File: src/rtl/swervolf_sw_pkg.sv
// Shared sizing and types for the slide-switch debouncer.
// Holds default width and stable-cycle count plus the switch vector type.
package swervolf_sw_pkg;

    localparam int SW_WIDTH                 = 16;
    localparam int SW_STABLE_CYCLES_DEFAULT = 500000;

    typedef logic [SW_WIDTH-1:0] sw_vec_t;

endpackage

File: src/rtl/swervolf_debounce_bit.sv
// One switch bit: two-flop synchroniser, stability counter, registered edge pulses.
// Latency: new level reaches sw_o STABLE_CYCLES+1 edges after capture; no backpressure.
// prime_i forces sw_o to follow the synchroniser and suppresses edge pulses.
module swervolf_debounce_bit
    import swervolf_sw_pkg::*;
#(
    parameter int STABLE_CYCLES = SW_STABLE_CYCLES_DEFAULT
) (
    input  logic clk,
    input  logic rstn,
    input  logic sw_i,
    input  logic prime_i,
    output logic sw_o,
    output logic rise_o,
    output logic fall_o
);

    localparam int             CW      = $clog2(STABLE_CYCLES);
    localparam logic [CW-1:0]  CNT_MAX = CW'(STABLE_CYCLES - 1);

    logic          s1_q, s2_q;
    logic          sw_q, sw_d;
    logic          rise_q, rise_d;
    logic          fall_q, fall_d;
    logic [CW-1:0] cnt_q, cnt_d;

    always_comb begin
        sw_d   = sw_q;
        cnt_d  = '0;
        rise_d = 1'b0;
        fall_d = 1'b0;
        if (prime_i) begin
            sw_d = s2_q;
        end else if (s2_q != sw_q) begin
            if (cnt_q == CNT_MAX) begin
                sw_d   = s2_q;
                rise_d = s2_q;
                fall_d = ~s2_q;
            end else begin
                cnt_d = cnt_q + CW'(1);
            end
        end
    end

    always_ff @(posedge clk or negedge rstn) begin
        if (!rstn) begin
            s1_q   <= 1'b0;
            s2_q   <= 1'b0;
            sw_q   <= 1'b0;
            cnt_q  <= '0;
            rise_q <= 1'b0;
            fall_q <= 1'b0;
        end else begin
            s1_q   <= sw_i;
            s2_q   <= s1_q;
            sw_q   <= sw_d;
            cnt_q  <= cnt_d;
            rise_q <= rise_d;
            fall_q <= fall_d;
        end
    end

    assign sw_o   = sw_q;
    assign rise_o = rise_q;
    assign fall_o = fall_q;

endmodule

File: src/rtl/swervolf_sw_debounce.sv
// Debounced slide switches with edge pulses, prime phase and optional sticky IRQ
// (pending/IRQ built only with SWERVOLF_SW_IRQ_EN). Latency STABLE_CYCLES+2 from pin
// to o_sw; o_pending one cycle after the edge pulse; no backpressure.
module swervolf_sw_debounce
    import swervolf_sw_pkg::*;
#(
    parameter int WIDTH         = SW_WIDTH,
    parameter int STABLE_CYCLES = SW_STABLE_CYCLES_DEFAULT
) (
    input  logic             clk,
    input  logic             rstn,
    input  logic [WIDTH-1:0] i_sw,
    output logic [WIDTH-1:0] o_sw,
    output logic [WIDTH-1:0] o_rise,
    output logic [WIDTH-1:0] o_fall,
    output logic             o_primed,
    input  logic [WIDTH-1:0] i_clr,
    output logic [WIDTH-1:0] o_pending,
    output logic             o_irq
);

    localparam int            PW         = $clog2(STABLE_CYCLES + 2);
    localparam logic [PW-1:0] PRIME_LAST = PW'(STABLE_CYCLES + 1);

    logic [PW-1:0] prime_cnt_q, prime_cnt_d;
    logic          primed_q, primed_d;

    // Prime runs STABLE_CYCLES+2 cycles so the synchroniser has settled first.
    always_comb begin
        prime_cnt_d = prime_cnt_q;
        primed_d    = primed_q;
        if (!primed_q) begin
            if (prime_cnt_q == PRIME_LAST) begin
                primed_d = 1'b1;
            end else begin
                prime_cnt_d = prime_cnt_q + PW'(1);
            end
        end
    end

    always_ff @(posedge clk or negedge rstn) begin
        if (!rstn) begin
            prime_cnt_q <= '0;
            primed_q    <= 1'b0;
        end else begin
            prime_cnt_q <= prime_cnt_d;
            primed_q    <= primed_d;
        end
    end

    assign o_primed = primed_q;

    for (genvar g = 0; g < WIDTH; g++) begin : g_bit
        swervolf_debounce_bit #(
            .STABLE_CYCLES(STABLE_CYCLES)
        ) u_bit (
            .clk    (clk),
            .rstn   (rstn),
            .sw_i   (i_sw[g]),
            .prime_i(~primed_q),
            .sw_o   (o_sw[g]),
            .rise_o (o_rise[g]),
            .fall_o (o_fall[g])
        );
    end

`ifdef SWERVOLF_SW_IRQ_EN
    logic [WIDTH-1:0] pending_q, pending_d;

    // Set has priority over a same-cycle clear.
    always_comb begin
        pending_d = (pending_q & ~i_clr) | o_rise | o_fall;
    end

    always_ff @(posedge clk or negedge rstn) begin
        if (!rstn) begin
            pending_q <= '0;
        end else begin
            pending_q <= pending_d;
        end
    end

    assign o_pending = pending_q;
    assign o_irq     = |pending_q;
`else
    logic unused_clr;
    assign unused_clr = ^i_clr;
    assign o_pending  = '0;
    assign o_irq      = 1'b0;
`endif

endmodule

File: config.mk
export PLATFORM = sky130hd
export DESIGN_NAME = swervolf_sw_debounce
export DESIGN_NICKNAME = d
export VERILOG_FILES = /design/src/rtl/swervolf_sw_pkg.sv /design/src/rtl/swervolf_debounce_bit.sv /design/src/rtl/swervolf_sw_debounce.sv
export SDC_FILE = /design/constraint.sdc
export NUM_CORES = 1
export LEC_CHECK = 0
export ABC_AREA = 1
export BUFFER_PORTS_ARGS = -buffer_cell sky130_fd_sc_hd__buf_2
export CAP_MARGIN = 40
export CORE_ASPECT_RATIO = 1.2
export CORE_MARGIN = 2
export CORE_UTILIZATION = 60
export CTS_CLUSTER_DIAMETER = 120
export DETAILED_ROUTE_END_ITERATION = 10
export PLACE_DENSITY = 0.77
export SYNTH_ARGS = -nofsm -noshare
export SYNTH_HDL_FRONTEND = slang
export SYNTH_SLANG_ARGS = --single-unit
export TNS_END_PERCENT = 30
File: constraint.sdc
create_clock -name clk -period 2.05 [get_ports clk]
set_clock_uncertainty 0.15 [all_clocks]
set_input_delay 0.205 -clock clk [delete_from_list [all_inputs] [get_ports clk]]
set_output_delay 0.205 -clock clk [all_outputs]
set_load 0.01 [all_outputs]
### After elaboration in Yosys (flattened, before gate mapping)

Index checks and enable logic that the tools add are counted.

* multiplexer cells: 194
* $add $sub $neg: 17
* reductions and logical operators: 17
* bitwise gates (word level): 18
* eq/ne operators: 65

Operators by type and width (number)
* two-way mux 19 bit: 48
* adder 19 x 1 -> 19 bit, second input constant: 17
* == test 19 bit, second input constant: 17
* two-way mux 1 bit: 146
* inequality test 2 x 1 -> 1 bit, second input constant: 32
* AND reduction 2 bit: 17
* inverter 1 bit: 18
* inequality test 1 bit: 16

* bits of input ports: 34
* flip-flop bits (word level): 404

### Longest topological paths before layout

* depth in word-level cells: 4
* gate-level depth with buffers: 10
* mapped depth without buffers: 10

### By module

Synthesis repeated with hierarchy kept, for this count alone.

* cell total of the unflattened synthesis: 3248
* area total of the unflattened synthesis: 24456.0 sq um

Modules (own cells, without submodules)
* swervolf_debounce_bit (g_bit[0].u_bit ...): seq. area each 600.6 sq um, times used 15, area each 1440.1 sq um, cells an instance 190
* swervolf_sw_debounce: seq. area each 500.5 sq um, times used 1, area each 1437.6 sq um, cells an instance 208
* swervolf_debounce_bit (g_bit[15].u_bit): seq. area each 600.6 sq um, times used 1, area each 1416.4 sq um, cells an instance 190

### Worst setup path before layout

Ideal clock, no wire load.

* path type: register to register
* start point: register g_bit[10].u_bit.cnt_q[0]
* end point: register g_bit[10].u_bit.cnt_q[3]
* data required time: 1.829 ns
* period minus slack after synthesis: 1.623 ns
* buffers on the path: 1
* stages on the path, launching flop included: 10
* path slack: 0.427 ns
* data arrival time: 1.402 ns
* cells stage by stage: dfrtp_1 -> ha_1 -> nand2_1 -> nor2_1 -> inv_1 -> nor2_1 -> a21oi_2 -> nand2_4 -> buf_6 -> nor2_1

* word-level cells in the longest chain between the ends: 4
* elaborated cells between the ends (all ways): 5

RTL lines
* start: declaration: line swervolf_debounce_bit.sv:25 `logic [CW-1:0] cnt_q, cnt_d;`
* start signal: assignment: line swervolf_debounce_bit.sv:57 `cnt_q <= cnt_d;`
* adder 19 x 1 -> 19 bit / == test 19 bit (equally long branches): line swervolf_debounce_bit.sv:40, swervolf_debounce_bit.sv:35
* two-way mux 19 bit *: line swervolf_debounce_bit.sv:35 `if (cnt_q == CNT_MAX) begin`
* two-way mux 19 bit *: line swervolf_debounce_bit.sv:34 `end else if (s2_q != sw_q) begin`
* two-way mux 19 bit *: line swervolf_debounce_bit.sv:32 `if (prime_i) begin`
* net g_bit[10].u_bit.cnt_d[3]: line swervolf_debounce_bit.sv:25

Mark *: on every way through the listed nets, which the timed path passes. The rest lies on a longest branch.
A chain may end at the register's enable or synchronous reset.

### Worst setup path after layout

* start point: register g_bit[11].u_bit.cnt_q[0]
* end point: register g_bit[11].u_bit.cnt_q[2]

* word-level cells in the longest chain between the ends: 4
* elaborated cells between the ends (all ways): 5

RTL lines (line)
* start: declaration: swervolf_debounce_bit.sv:25
* start signal: assignment: swervolf_debounce_bit.sv:57
* adder 19 x 1 -> 19 bit / == test 19 bit (equally long branches): swervolf_debounce_bit.sv:40, swervolf_debounce_bit.sv:35
* two-way mux 19 bit *: swervolf_debounce_bit.sv:35
* two-way mux 19 bit *: swervolf_debounce_bit.sv:34
* two-way mux 19 bit *: swervolf_debounce_bit.sv:32
* net g_bit[11].u_bit.cnt_d[2]: swervolf_debounce_bit.sv:25

Marked as above.

==> flow_summary.ini <==
[synth]
yosysUniqueCellTypes = 37
yosys_register_bits = 404
synth_cells = 2831
synth_ff_type = dfrtp_1
synth_edf_count = 0
ys_seq_area_frac = 0.463
syn_area_per_cell_um2 = 7.71
ys_async_sr_fraction = 1.00
syn_area_um2 = 21800
yosys_warnings = 0

[critical_path]
path_cells = ha_1 > nand4_1 > nor2_1 > nand2_1 > nand3_4 > buf_4 > nor3_1
startpoint_type = flop
cp-end-kind = flop
slowest_stage = dfrtp_1
cp_top_family = simple AND/OR/NAND/NOR gates
cp_slowest_stage_delay_ps = 400
crit_fanout = 12
arrival_ps = 2160
crit_required_ps = 2360
critical_path_class = reg2reg
path_buf_inv = 1

[drt]
wl_per_cell_um = 12.9
drt_iter0_markers = 1067
routed_wirelength_mm = 43.7
wl_met1_mm = 19.1
vias = 17700
vias_per_cell = 5.22
wl_met3_mm = 1.88
drcViolationCount = 0
ant_nets = 0
wl_met2_mm = 21.7
first_pass_iters = 6
top_layer_used = met4

[job]
maxCapViolCount = 0

[sta]
period_share = 0.903
drv_slew = 0
period_needed_ps = 1850
setup_violations = 0
whs_ps = 151
setup_tns_ps = 0
rsz0062_at_grt = no
hold_viol_final = 0
max_freq_mhz = 540

[finish]
antenna_cells = 0
drive_above_1_share = 0.0829
stdcell_area_um2 = 24000
layout_commonest_cell = nor2_1
num-fill-cells = 2891
final_cell_mix = nor2_1, nand2_1, dfrtp_1, inv_1, nand3_1
final_nets = 2952
regArea_um2 = 10100
syn_to_final_growth_pct = 9.93
multi_input_area_um2 = 9870

[floorplan]
ios = 100
die-area_um2 = 37900
fp.dieW_um = 178
num_rows = 76
core_um2 = 35800
initial_core_util = 0.609
die_h_um = 213

[power_and_ir_drop]
peakVddDrop_mv = 0.622
power_leakage_nw = 10.0
power_density_nw_per_um2 = 697

[place]
dp_hpwl_mm = 30.5
place.gp.congestion = 0.932
portBuffers = 66
postPlaceCellArea_um2 = 22300

[cts]
postCtsSetupRepairBufs = 0
cts_max_level = 2
cts_made_buffers = 42
cts_buffer_depth = 3
clock_sinks = 404
clkTransAtPathRegs_ps = 70
insertion_delay_ps = 550
cts_tree = built
cts_root_buf = clkbuf_16

[grt]
overflow = 0
first_global_vias = 17500
grt_pass1_wl_mm = 77.2
grt_max_degree = 80
antenna_found_initial = 0
gr-usage-all-layers = 0.242

[run_status]
status = finished clean

[min_path]
hp-class = in2reg
==> flip-flops by register name, indices dropped and copies added, names as in the netlist <==
| name | count |
|---|---|
| o_primed | 1 |
| g_bit.u_bit.rise_o | 16 |
| g_bit.u_bit.cnt_q | 304 |
| g_bit.u_bit.s2_q | 16 |
| g_bit.u_bit.s1_q | 16 |
| g_bit.u_bit.fall_o | 16 |
| prime_cnt_q | 19 |
| g_bit.u_bit.sw_o | 16 |
==> final timing paths <==
check                                                   start                                  end  slack, ps  depth (start not counted)
max                        g_bit[11].u_bit.cnt_q[0]$_DFF_PN0_   g_bit[11].u_bit.cnt_q[2]$_DFF_PN0_        200                          7
min                                                   i_sw[8]        g_bit[8].u_bit.s1_q$_DFF_PN0_        150                          2
max reg2reg                g_bit[11].u_bit.cnt_q[0]$_DFF_PN0_   g_bit[11].u_bit.cnt_q[2]$_DFF_PN0_        200                          7
min reg2reg                     g_bit[6].u_bit.s1_q$_DFF_PN0_        g_bit[6].u_bit.s2_q$_DFF_PN0_        190                          0
max in group asynchronous                                rstn   g_bit[0].u_bit.cnt_q[17]$_DFF_PN0_       1140                          3
min in group asynchronous                                rstn  g_bit[13].u_bit.cnt_q[13]$_DFF_PN0_        160                          3
==> layer usage <==
metal | global-route usage | vias to the layer above
li1 | - | 8929
met1 | 0.307 | 8356
met2 | 0.425 | 377
met3 | 0.0347 | 82
met4 | 0.0783 | 0
met5 | 0 | -
==> logic make-up after synthesis <==
family / count (synthesis) / share of synthesized area
buffers and inverters: 401 / 0.0873
XOR/XNOR: 170 / 0.0682
AND/OR/NAND/NOR: 1750 / 0.348
adder cells (fa/ha/maj): 18 / 0.0103
AO/OA/AOI/OAI: 87 / 0.0228
flip-flops: 404 / 0.463
other: 1 / 0.000172
==> worst reg2reg max path: cells and delay by family (launching register included) <==
kind                     cells  cell delay (ps)
AND/OR/NAND/NOR              5              760
flip-flops                   1              400
adder cells (fa/ha/maj)      1              230
buffers and inverters        1              220
==> timing repair <==
| action | in CTS | in global routing |
|---|---|---|
| endpoints found under the setup margin | 0 | 3 |
| hold endpoints to repair | 420 | 0 |
| gates resized for setup | 0 | 2 |
| hold buffers | 18 | 0 |
==> cells in the mapped netlist (6+ instances only) <==
| master | instances | area share |
|---|---|---|
| nand2_1 | 594 | 0.10 |
| or2_2 | 7 | 0.0020 |
| nor2_2 | 34 | 0.0097 |
| o21bai_1 | 19 | 0.0065 |
| dfrtp_1 | 404 | 0.46 |
| nand3_1 | 177 | 0.041 |
| nor3b_1 | 8 | 0.0028 |
| buf_6 | 14 | 0.0072 |
| nor2_4 | 8 | 0.0041 |
| nor2_1 | 697 | 0.12 |
| xor2_1 | 130 | 0.052 |
| nor3_2 | 9 | 0.0041 |
| ha_1 | 18 | 0.010 |
| o21ai_0 | 41 | 0.0094 |
| inv_1 | 308 | 0.053 |
| o21ai_1 | 9 | 0.0021 |
| xnor2_1 | 40 | 0.016 |
| nor3_1 | 111 | 0.025 |
| a21oi_1 | 12 | 0.0028 |
| nand2_4 | 6 | 0.0031 |
| buf_4 | 70 | 0.024 |
| nand4_1 | 74 | 0.021 |
==> through the flow <==
| step | worst slack [ps] | util | std cells | power, mW |
|---|---|---|---|---|
| after floorplan | 427 | - | 2847 | 8.34 |
| after global placement | 221 | 0.621 | 3306 | 8.52 |
| after detailed placement | 166 | 0.621 | 3306 | 8.54 |
| after CTS | 153 | 0.669 | 3399 | 16.9 |
| after global routing | 4.24 | 0.669 | 3399 | 17.3 |
| final | 198 | 0.669 | 3399 | 16.7 |
==> where the power goes <==
group	internal (mW)	switching, mW
clock network	5.08	3.21
registers	8.02	0.0353
logic	0.104	0.250
total	13.2	3.50
==> cell type report <==
| type | instances | area share |
|---|---|---|
| Timing Repair Buffer | 99 | 0.0299 |
| Multi-Input combinational cell | 2042 | 0.412 |
| Clock buffer | 54 | 0.0505 |
| Inverter | 311 | 0.0487 |
| Sequential cell | 404 | 0.422 |
| Tap cell | 468 | 0.0244 |
| Clock inverter | 21 | 0.0133 |
No activity file was read; power rests on OpenSTA's default activity.
